[config.mk]
export PLATFORM = sky130hd
export DESIGN_NAME = fetch_issue_queue
export DESIGN_NICKNAME = d
export VERILOG_FILES = /design/src/rtl/otter_pkg.sv /design/src/rtl/issue_pair_check.sv /design/src/rtl/fetch_issue_queue.sv
export SDC_FILE = /design/constraint.sdc
export NUM_CORES = 1
export LEC_CHECK = 0
export CAP_MARGIN = 20
export CORE_MARGIN = 5
export CORE_UTILIZATION = 34
export DETAILED_ROUTE_END_ITERATION = 6
export PLACE_DENSITY = 0.57
export SYNTH_ARGS = -nofsm -noshare
export SYNTH_HDL_FRONTEND = slang
export SYNTH_SLANG_ARGS = --single-unit
export TNS_END_PERCENT = 10
[constraint.sdc]
create_clock -name CLK -period 3.8 [get_ports CLK]
set_input_delay 0.95 -clock CLK [delete_from_list [all_inputs] [get_ports CLK]]
set_output_delay 0.95 -clock CLK [all_outputs]
set_load 0.02 [all_outputs]
[src/rtl/otter_pkg.sv]
// otter_pkg: RV32 opcode encodings and the instruction classes shared by the decoder and issue logic
// Content: opcode_t plus writes_rd / uses_rs1 / uses_rs2 / is_mem / is_ctrl, each taking a 7-bit opcode
package otter_pkg;

    typedef enum logic [6:0] {
        OPC_LUI    = 7'b0110111,
        OPC_AUIPC  = 7'b0010111,
        OPC_JAL    = 7'b1101111,
        OPC_JALR   = 7'b1100111,
        OPC_BRANCH = 7'b1100011,
        OPC_LOAD   = 7'b0000011,
        OPC_STORE  = 7'b0100011,
        OPC_IMM    = 7'b0010011,
        OPC_OP     = 7'b0110011,
        OPC_SYSTEM = 7'b1110011
    } opcode_t;

    function automatic logic writes_rd(input logic [6:0] op);
        return op inside {OPC_LUI, OPC_AUIPC, OPC_JAL, OPC_JALR, OPC_LOAD, OPC_IMM, OPC_OP};
    endfunction

    function automatic logic uses_rs1(input logic [6:0] op);
        return !(op inside {OPC_LUI, OPC_AUIPC, OPC_JAL});
    endfunction

    function automatic logic uses_rs2(input logic [6:0] op);
        return op inside {OPC_BRANCH, OPC_STORE, OPC_OP};
    endfunction

    function automatic logic is_mem(input logic [6:0] op);
        return op inside {OPC_LOAD, OPC_STORE};
    endfunction

    // Anything not a known straight-line opcode (including undefined encodings) is control.
    function automatic logic is_ctrl(input logic [6:0] op);
        return !(op inside {OPC_LUI, OPC_AUIPC, OPC_LOAD, OPC_STORE, OPC_IMM, OPC_OP});
    endfunction

endpackage

[src/rtl/issue_pair_check.sv]
// issue_pair_check: flags whether a younger instruction may not issue in the same group as an older one
// Ports: older_i / younger_i raw instruction words; conflict_o high on RAW, double memory op, or older control
module issue_pair_check
    import otter_pkg::*;
(
    input  logic [31:0] older_i,
    input  logic [31:0] younger_i,
    output logic        conflict_o
);
    logic [6:0] op_o;
    logic [6:0] op_y;
    logic [4:0] rd;
    logic       raw;
    logic       unused_bits;

    assign unused_bits = ^{older_i[31:12], younger_i[31:25], younger_i[14:7]};

    always_comb begin
        op_o       = older_i[6:0];
        op_y       = younger_i[6:0];
        rd         = older_i[11:7];
        raw        = writes_rd(op_o) && (rd != 5'd0) &&
                     ((uses_rs1(op_y) && younger_i[19:15] == rd) ||
                      (uses_rs2(op_y) && younger_i[24:20] == rd));
        conflict_o = raw || (is_mem(op_o) && is_mem(op_y)) || is_ctrl(op_o);
    end

endmodule

[src/rtl/fetch_issue_queue.sv]
// fetch_issue_queue: circular fetch buffer that issues up to ISSUE_W hazard-free instructions per cycle
// Ports: CLK, RESET_N (async active-low); FETCH_VALID/PC/IR incoming beat, FETCH_READY room for a beat;
//        FLUSH drops everything; ISSUE_STALL holds the head group; ISSUE_VALID/IR/PC head group; COUNT occupancy
module fetch_issue_queue
    import otter_pkg::*;
#(
    parameter int FETCH_W = 2,
    parameter int ISSUE_W = 2,
    parameter int DEPTH   = 8
) (
    input  logic                       CLK,
    input  logic                       RESET_N,
    input  logic                       FETCH_VALID,
    input  logic [31:0]                FETCH_PC,
    input  logic [32*FETCH_W-1:0]      FETCH_IR,
    output logic                       FETCH_READY,
    input  logic                       FLUSH,
    input  logic                       ISSUE_STALL,
    output logic [ISSUE_W-1:0]         ISSUE_VALID,
    output logic [32*ISSUE_W-1:0]      ISSUE_IR,
    output logic [32*ISSUE_W-1:0]      ISSUE_PC,
    output logic [$clog2(DEPTH+1)-1:0] COUNT
);
    localparam int PW = $clog2(DEPTH);
    localparam int CW = $clog2(DEPTH+1);

    logic [31:0]                      ir_q [DEPTH];
    logic [31:0]                      pc_q [DEPTH];
    logic [PW-1:0]                    head_q, head_d, tail_q, tail_d;
    logic [CW-1:0]                    count_q, count_d;
    logic [CW-1:0]                    deq;
    logic                             enq;
    logic                             prev;
    logic [31:0]                      slot_ir [ISSUE_W];
    logic [31:0]                      slot_pc [ISSUE_W];
    logic [ISSUE_W-1:0][ISSUE_W-1:0]  conflict;
    logic [ISSUE_W-1:0]               valid;

    // Readiness looks only at the registered occupancy; reset forces it low.
    assign FETCH_READY = RESET_N && (32'(DEPTH) - 32'(count_q) >= 32'(FETCH_W));
    assign ISSUE_VALID = valid;
    assign COUNT       = count_q;

    for (genvar k = 0; k < ISSUE_W; k++) begin : g_slot
        assign slot_ir[k]           = ir_q[head_q + PW'(k)];
        assign slot_pc[k]           = pc_q[head_q + PW'(k)];
        assign ISSUE_IR[32*k +: 32] = slot_ir[k];
        assign ISSUE_PC[32*k +: 32] = slot_pc[k];
        for (genvar j = 0; j < ISSUE_W; j++) begin : g_pair
            if (j < k) begin : g_chk
                issue_pair_check u_chk (
                    .older_i    (slot_ir[j]),
                    .younger_i  (slot_ir[k]),
                    .conflict_o (conflict[k][j])
                );
            end else begin : g_none
                assign conflict[k][j] = 1'b0;
            end
        end
    end

    // Group grows slot by slot; the first blocked slot ends it, keeping the mask a thermometer.
    always_comb begin
        valid = '0;
        prev  = 1'b1;
        for (int k = 0; k < ISSUE_W; k++) begin
            valid[k] = prev && (count_q > CW'(k)) && !(|conflict[k]) && !FLUSH &&
                       (k == 0 || !is_ctrl(slot_ir[k][6:0]));
            prev     = valid[k];
        end
    end

    always_comb begin
        deq = '0;
        for (int k = 0; k < ISSUE_W; k++)
            deq = deq + CW'(valid[k] && !ISSUE_STALL);
        enq     = FETCH_VALID && FETCH_READY && !FLUSH;
        head_d  = FLUSH ? '0 : head_q + PW'(deq);
        tail_d  = FLUSH ? '0 : tail_q + (enq ? PW'(FETCH_W) : '0);
        count_d = FLUSH ? '0 : count_q + (enq ? CW'(FETCH_W) : '0) - deq;
    end

    always_ff @(posedge CLK or negedge RESET_N) begin
        if (!RESET_N) begin
            head_q  <= '0;
            tail_q  <= '0;
            count_q <= '0;
        end else begin
            head_q  <= head_d;
            tail_q  <= tail_d;
            count_q <= count_d;
        end
    end

    always_ff @(posedge CLK) begin
        if (enq)
            for (int k = 0; k < FETCH_W; k++) begin
                ir_q[tail_q + PW'(k)] <= FETCH_IR[32*k +: 32];
                pc_q[tail_q + PW'(k)] <= FETCH_PC + 32'(4*k);
            end
    end

endmodule

==> results of run 1 <==
-- metal layers --
metal  part of all wire  GRT usage
met5            0.00055          0
met4              0.024     0.0470
met3              0.079     0.0413
met2               0.48      0.311
met1               0.42      0.261
-- stage by stage --
| step | TNS (ns) | hold WS (ns) | power, mW | utilization | cell area, um^2 |
|---|---|---|---|---|---|
| after CTS | -16.95 | 0.665 | 17.4 | 0.426 | 35000 |
| after floorplan | -113.98 | 0.557 | 9.54 | - | 28300 |
| final | -11.75 | 0.686 | 17.3 | 0.426 | 35100 |
| after global routing | -20.49 | 0.692 | 18.0 | 0.426 | 35100 |
| after global placement | -13.91 | 0.668 | 11.4 | 0.396 | 32500 |
| after detailed placement | -16.20 | 0.677 | 11.5 | 0.396 | 32500 |
-- synthesized netlist by cell type, types with 3 or more instances --
cell      number
nand2_1      637
edfxtp_1     512
mux4_2       242
clkbuf_1     199
xnor2_1       80
mux2_2        72
nor2_1        55
xor2_1        48
buf_2         44
mux2i_1       30
inv_1         28
buf_1         19
nor3b_1       16
nand3_1       13
ha_1          12
and3_1        10
nand3b_1      10
nor3_1        10
buf_6          9
dfrtp_1        9
buf_4          7
nand4_1        7
nor2_4         5
a21oi_1        4
clkinv_1       4
nor2b_1        4
and4_1         3
fa_1           3
nand4b_1       3
o21ai_0        3
-- critical path: cells and delay by family (launching register included) --
family,cells,cell delay (ns)
adders and majority gates,1,0.39
AOI/OAI and AO/OA,2,0.15
buffers and inverters,4,0.55
DFF,1,0.49
xor gates and xnor gates,1,0.19
muxes,2,0.62
and+or+nand+nor,2,0.43
-- area by class of cell --
class                   count  area share
flip-flops and latches    521       0.445
clock buffers              68      0.0443
clock inverters            42      0.0103
well taps                1070      0.0382
multi-input cells        1292       0.329
inverters                  33     0.00439
diodes                      4    0.000285
repair buffers            435       0.128
-- flip-flops by register name (all words and copies together) (netlist names) --
register and count:
ir_q 256, pc_q 256, COUNT 4, head_q 3
tail_q 2
-- what timing repair did --
| item | 4_1_cts | 5_1_grt |
|---|---|---|
| endpoints found under the setup margin | 134 | 115 |
| cloned | 10 | 0 |
| pin swaps | 6 | 11 |
| buffers inserted | 19 | 2 |
| hold buffers | 0 | 0 |
| gates resized for setup | 407 | 67 |
-- power by group --
part           switching (mW)  total (mW)  leakage [nW]  internal [mW]
Sequential             0.0851        6.58          4.74           6.49
Combinational            2.57        5.03          6.66           2.46
Clock                    2.39        5.70         0.922           3.31
Total                    5.04        17.3          12.3           12.3
-- worst paths after layout --
path	slack, ns	cells after the start	start	to
hold reg to reg	0.69	2	COUNT[2]	COUNT[2]
max in group asynchronous	2.91	2	RESET_N	head_q[2]
setup / recovery	-0.59	12	head_q[0]	ISSUE_VALID[1]
setup reg to reg	-0.50	19	head_q[0]	COUNT[3]
min in group asynchronous	0.70	2	RESET_N	COUNT[2]
hold / removal	0.69	2	COUNT[2]	COUNT[2]
-- cells by family after synthesis --
kind of cell,Yosys count,synth area share
AO/OA/AOI/OAI,16,0.00442
XOR/XNOR,130,0.0408
adder cells (fa/ha/maj),15,0.00743
buffers and inverters,311,0.0465
flip-flops,521,0.552
multiplexers,347,0.234
AND/OR/NAND/NOR,784,0.115
==> impl_metrics.tcl, run 1 <==
set metrics [dict create \
    placed_cells 3320 \
    cts.clk_slew.worst_paths_ns 0.07 \
    postSynthAreaPerCell_um2 13.3 \
    layout.nets 2458 \
    worst_ep_arrival_time_ns 3.44 \
    cts_inserted_buffers 59 \
    critPathMaxStageDelay_ns 0.52 \
    fill_cells 7441 \
    violations_in_the_final_reports "setup timing" \
    clk_latency_ns 0.62 \
    rsz0062_at_grt "true" \
    postSynth.asyncResetShare 0.0173 \
    cell_seen_most_often_among_critical_path_stages "buf_4" \
    multi_input_comb_area_um2 11500 \
    fmax_mhz 228 \
    post-synth-top-area-fraction 0.544 \
    post_dp_hpwl_mm 54.5 \
    aggregate_routed_wire_length_mm 86.2 \
    remaining_drc_errors 0 \
    leakagePower_nw 12.3 \
    port_buffers 235 \
    timing.slew.headroom 0.498 \
    first_global_vias 19200 \
    dieArea_um2 89100 \
    dieHeight_um 298 \
    grt_remaining_overflow 0 \
    yosysTopAreaCell "edfxtp_1" \
    pwr_density_cell_nw_per_um2 493 \
    route.vias.total 18500 \
    synthFlopType "edfxtp_1" \
    drv_cap 0 \
    clockRootBuffer "clkbuf_16" \
    number_of_setup_violations_in_the_final_report 45 \
    yosysWarnings 0 \
    global_route_wire_length_before_repair_mm 128 \
    synthCells 2124 \
    final_period_minus_worst_setup_slack_ns 4.39 \
    rows 105 \
    synth_area_leaders "edfxtp_1 (54%), mux4_2 (19%), nand2_1 (8.5%)" \
    path_class "flip-flop to output pin" \
    postRouteAntennaNets 0 \
    cts_max_path_buffers 3 \
    clock_sinks 521 \
    synth_edf_count 512 \
    ys_ff_latch 521 \
    layout_worst_path_cycle_share 1.16 \
    drt-wirelength-per-cell_um 24.9 \
    grt_util_all_layers 0.190 \
    syn_area_um2 28300 \
    worst_ep_required_time_ns 2.85 \
    worstMarginPinSlew_ns 0.754 \
    post_drt_via_cell_ratio 5.33 \
    core_area_um2 82200 \
    layout_common_cells "nand2_1 (636), edfxtp_1 (512), mux4_2 (243)" \
    final.setup_skew_ns 0.0190 \
    htree_num_levels 2 \
    cp_max_fo 8 \
    mostFrequentLayoutCell "nand2_1" \
    critical_path.slowest_cell "mux4_2" \
    outcome "finished with violations" \
    detailedRoute.firstIterationViolations 1959 \
    drt_pass1_iterations 6 \
    fin_ws_ns -0.593 \
    ff_latch_area_um2 15600 \
    grt_start_max_net_pins 108 \
    place.gp.congestion 0.826 \
    startpoint_type "flip-flop" \
    syn_to_final_growth_pct 24.0 \
    final_max_slew_viol_count 0 \
    max-vdd-ir-drop_mv 0.359 \
    fraction_of_the_yosys_area_taken_by_sequential_cells 0.552 \
    final_layout_size_suffix_gt1_frac 0.306 \
    boundaryPins 236 \
    critical_path.cell_chain "ha_4 > buf_12 > buf_4 > mux2i_1 > mux4_2 > xor2_1 > nor4_1 > nand4_1 > o21ai_2 > buf_4 > a21oi_2 > buf_6" \
    initial_utilization 0.344 \
    grt_antenna_before_repair 9 \
    mappedNetlistNets 2240 \
    final_report_hold_violation_count 0 \
    die_w_um 298 \
    end_kind "output pin" \
    hold_crit_path_type "flip-flop to flip-flop" \
    post_layout_nonfiller_instances 3465 \
    synth_cell_type_count 52 \
    cts_tree "done" \
    placement.setup.worst_slack_ns -0.449 \
]
Note: power is estimated with default switching activity, not from simulation.
==> inputs of run 2 (changes only) <==
--- a/config.mk
+++ b/config.mk
@@ -9,6 +9,7 @@
 export CORE_MARGIN = 5
 export CORE_UTILIZATION = 34
 export DETAILED_ROUTE_END_ITERATION = 6
+export GPL_TIMING_DRIVEN = 0
 export PLACE_DENSITY = 0.57
 export SYNTH_ARGS = -nofsm -noshare
 export SYNTH_HDL_FRONTEND = slang
==> impl_metrics.tcl, run 2 (synthesized netlist as in run 1, its figures left out) <==
set metrics [dict create \
    clockRootBuffer "clkbuf_16" \
    grt_remaining_overflow 0 \
    placement.setup.worst_slack_ns -1.53 \
    violations_in_the_final_reports "setup timing" \
    place.gp.congestion 0.807 \
    end_kind "output pin" \
    global_route_wire_length_before_repair_mm 138 \
    initial_utilization 0.344 \
    drt_pass1_iterations 7 \
    rr_startpoint "head_q[0]" \
    post_drt_via_cell_ratio 5.47 \
    switching_share 0.302 \
    final_report_hold_violation_count 0 \
    rsz0062_at_grt "true" \
    sequential_fraction_of_design_power 0.370 \
    pwr_density_cell_nw_per_um2 498 \
    layout_common_cells "nand2_1 (594), edfxtp_1 (512), mux4_2 (243)" \
    die_w_um 298 \
    cts_tree "done" \
    worst_ep_arrival_time_ns 3.25 \
    number_of_setup_violations_in_the_final_report 71 \
    fill_cells 7435 \
    route.vias.total 19600 \
    report.power.total_mw 17.8 \
    comb_power_share 0.317 \
    postRouteAntennaNets 0 \
    clk_latency_ns 0.63 \
    final_period_minus_worst_setup_slack_ns 4.20 \
    worst_ep_required_time_ns 2.85 \
    port_buffers 207 \
    final_layout_size_suffix_gt1_frac 0.300 \
    hold_buf_count_cts 0 \
    worstMarginPinSlew_ns 0.964 \
    post_dp_hpwl_mm 64.2 \
    core_area_um2 82200 \
    cp_max_fo 5 \
    syn_to_final_growth_pct 26.2 \
    dieHeight_um 298 \
    fin_ws_ns -0.403 \
    mostFrequentLayoutCell "nand2_1" \
    total_switching_power_mw 5.36 \
    clock_sinks 521 \
    r2r_slack_ns -0.37 \
    layout_worst_path_cycle_share 1.11 \
    final_core_util 0.434 \
    cell_seen_most_often_among_critical_path_stages "a21oi_2" \
    cts_inserted_buffers 59 \
    grt_start_max_net_pins 74 \
    layout.nets 2579 \
    worstSetupStartpoint "head_q[0]" \
    top_usage_layer "met2" \
    boundaryPins 236 \
    timing.critical_path.to "ISSUE_VALID[1]" \
    drt-wirelength-per-cell_um 27.3 \
    final.setup_skew_ns 0.0175 \
    detailedRoute.firstIterationViolations 2306 \
    fmax_mhz 238 \
    critical_path.cell_chain "ha_4 > buf_12 > bufbuf_16 > mux4_2 > mux2_2 > a21oi_2 > nand4b_1 > o21ai_2 > a21oi_2 > buf_6" \
    first_global_vias 19800 \
    final_max_slew_viol_count 0 \
    cts.clk_slew.worst_paths_ns 0.06 \
    rows 105 \
    critical_path.slowest_cell "mux4_2" \
    remaining_drc_errors 0 \
    leakagePower_nw 12.5 \
    pwr-share-clk 0.313 \
    critPathMaxStageDelay_ns 0.48 \
    timing.slew.headroom 0.357 \
    grt_antenna_before_repair 9 \
    hold_crit_path_type "primary input to asynchronous set/reset pin" \
    cts_max_path_buffers 3 \
    drv_cap 0 \
    grt_util_all_layers 0.212 \
    path_class "flip-flop to output pin" \
    dieArea_um2 89100 \
    grtUsageMet2 0.355 \
    internal_power_mw 12.4 \
    outcome "finished with violations" \
    htree_num_levels 2 \
    r2r_end "COUNT[2]" \
    use_met1 0.281 \
    gr-usage-met3 0.0456 \
    max-vdd-ir-drop_mv 0.379 \
    startpoint_type "flip-flop" \
    reg2reg_path_depth 18 \
    aggregate_routed_wire_length_mm 97.6 \
]
-- run 2: layout make-up --
| type | count | area, um^2 | share of cell area |
|---|---|---|---|
| Clock buffer | 80 | 1610 | 0.0450 |
| Sequential cell | 521 | 15600 | 0.437 |
| Antenna cell | 3 | 7.51 | 0.000210 |
| Inverter | 33 | 188 | 0.00526 |
| Clock inverter | 25 | 229 | 0.00641 |
| Timing Repair Buffer | 280 | 2870 | 0.0805 |
| Multi-Input combinational cell | 1292 | 11800 | 0.330 |
| Tap cell | 1070 | 1340 | 0.0375 |
| Buffer | 276 | 2080 | 0.0583 |
-- run 2: worst min-delay path by stage --
| stage | start | endpoint | slack [ns] |
|---|---|---|---|
| floorplan | tail_q[2] | tail_q[2] | 0.56 |
| global placement | tail_q[2] | tail_q[2] | 0.59 |
| detailed placement | tail_q[2] | tail_q[2] | 0.61 |
| CTS | RESET_N | COUNT[3] | 0.39 |
| global route | RESET_N | tail_q[1] | 0.44 |
| finish | RESET_N | COUNT[3] | 0.44 |
-- run 2: power groups by stage --
stage | registers (mW) | logic, mW | clock network, mW
floorplan | 6.68 | 2.86 | 0
global placement | 6.69 | 4.77 | 0
detailed placement | 6.69 | 4.82 | 0
CTS | 6.57 | 5.38 | 5.61
global route | 6.58 | 5.92 | 5.86
finish | 6.57 | 5.63 | 5.56
-- run 2: worst max-delay path: cells and delay by family (launching register included) --
kind	cells	cell delay, ns
adders and majority gates	1	0.31
buffers and inverters	3	0.53
and+or+nand+nor	1	0.13
muxes	2	0.80
AOI/OAI and AO/OA	3	0.41
DFF	1	0.44
-- run 2: metal layers --
| layer | up-vias | share of wire |
|---|---|---|
| met1 | 10100 | 0.40 |
| met5 | - | 0.00053 |
| met3 | 163 | 0.086 |
| li1 | 8342 | - |
| met4 | 8 | 0.026 |
| met2 | 979 | 0.49 |
-- run 2: what timing repair did --
action | 4_1_cts | 5_1_grt
pin swaps | 10 | 17
cloned | 8 | 2
resized for setup | 594 | 236
setup endpoints to repair | 487 | 392
setup buffers | 42 | 12
-- run 2: metrics by stage --
stage | instances | TNS, ns | hold WS (ns) | area, um^2
2_1_floorplan | 2124 | -113.98 | 0.557 | 28300
3_3_place_gp | 3401 | -1881.46 | 0.589 | 31700
3_5_place_dp | 3410 | -609.61 | 0.615 | 31900
4_1_cts | 3564 | -19.44 | 0.392 | 35200
5_1_grt | 3579 | -16.20 | 0.439 | 35700
6_report | 3580 | -11.07 | 0.435 | 35700
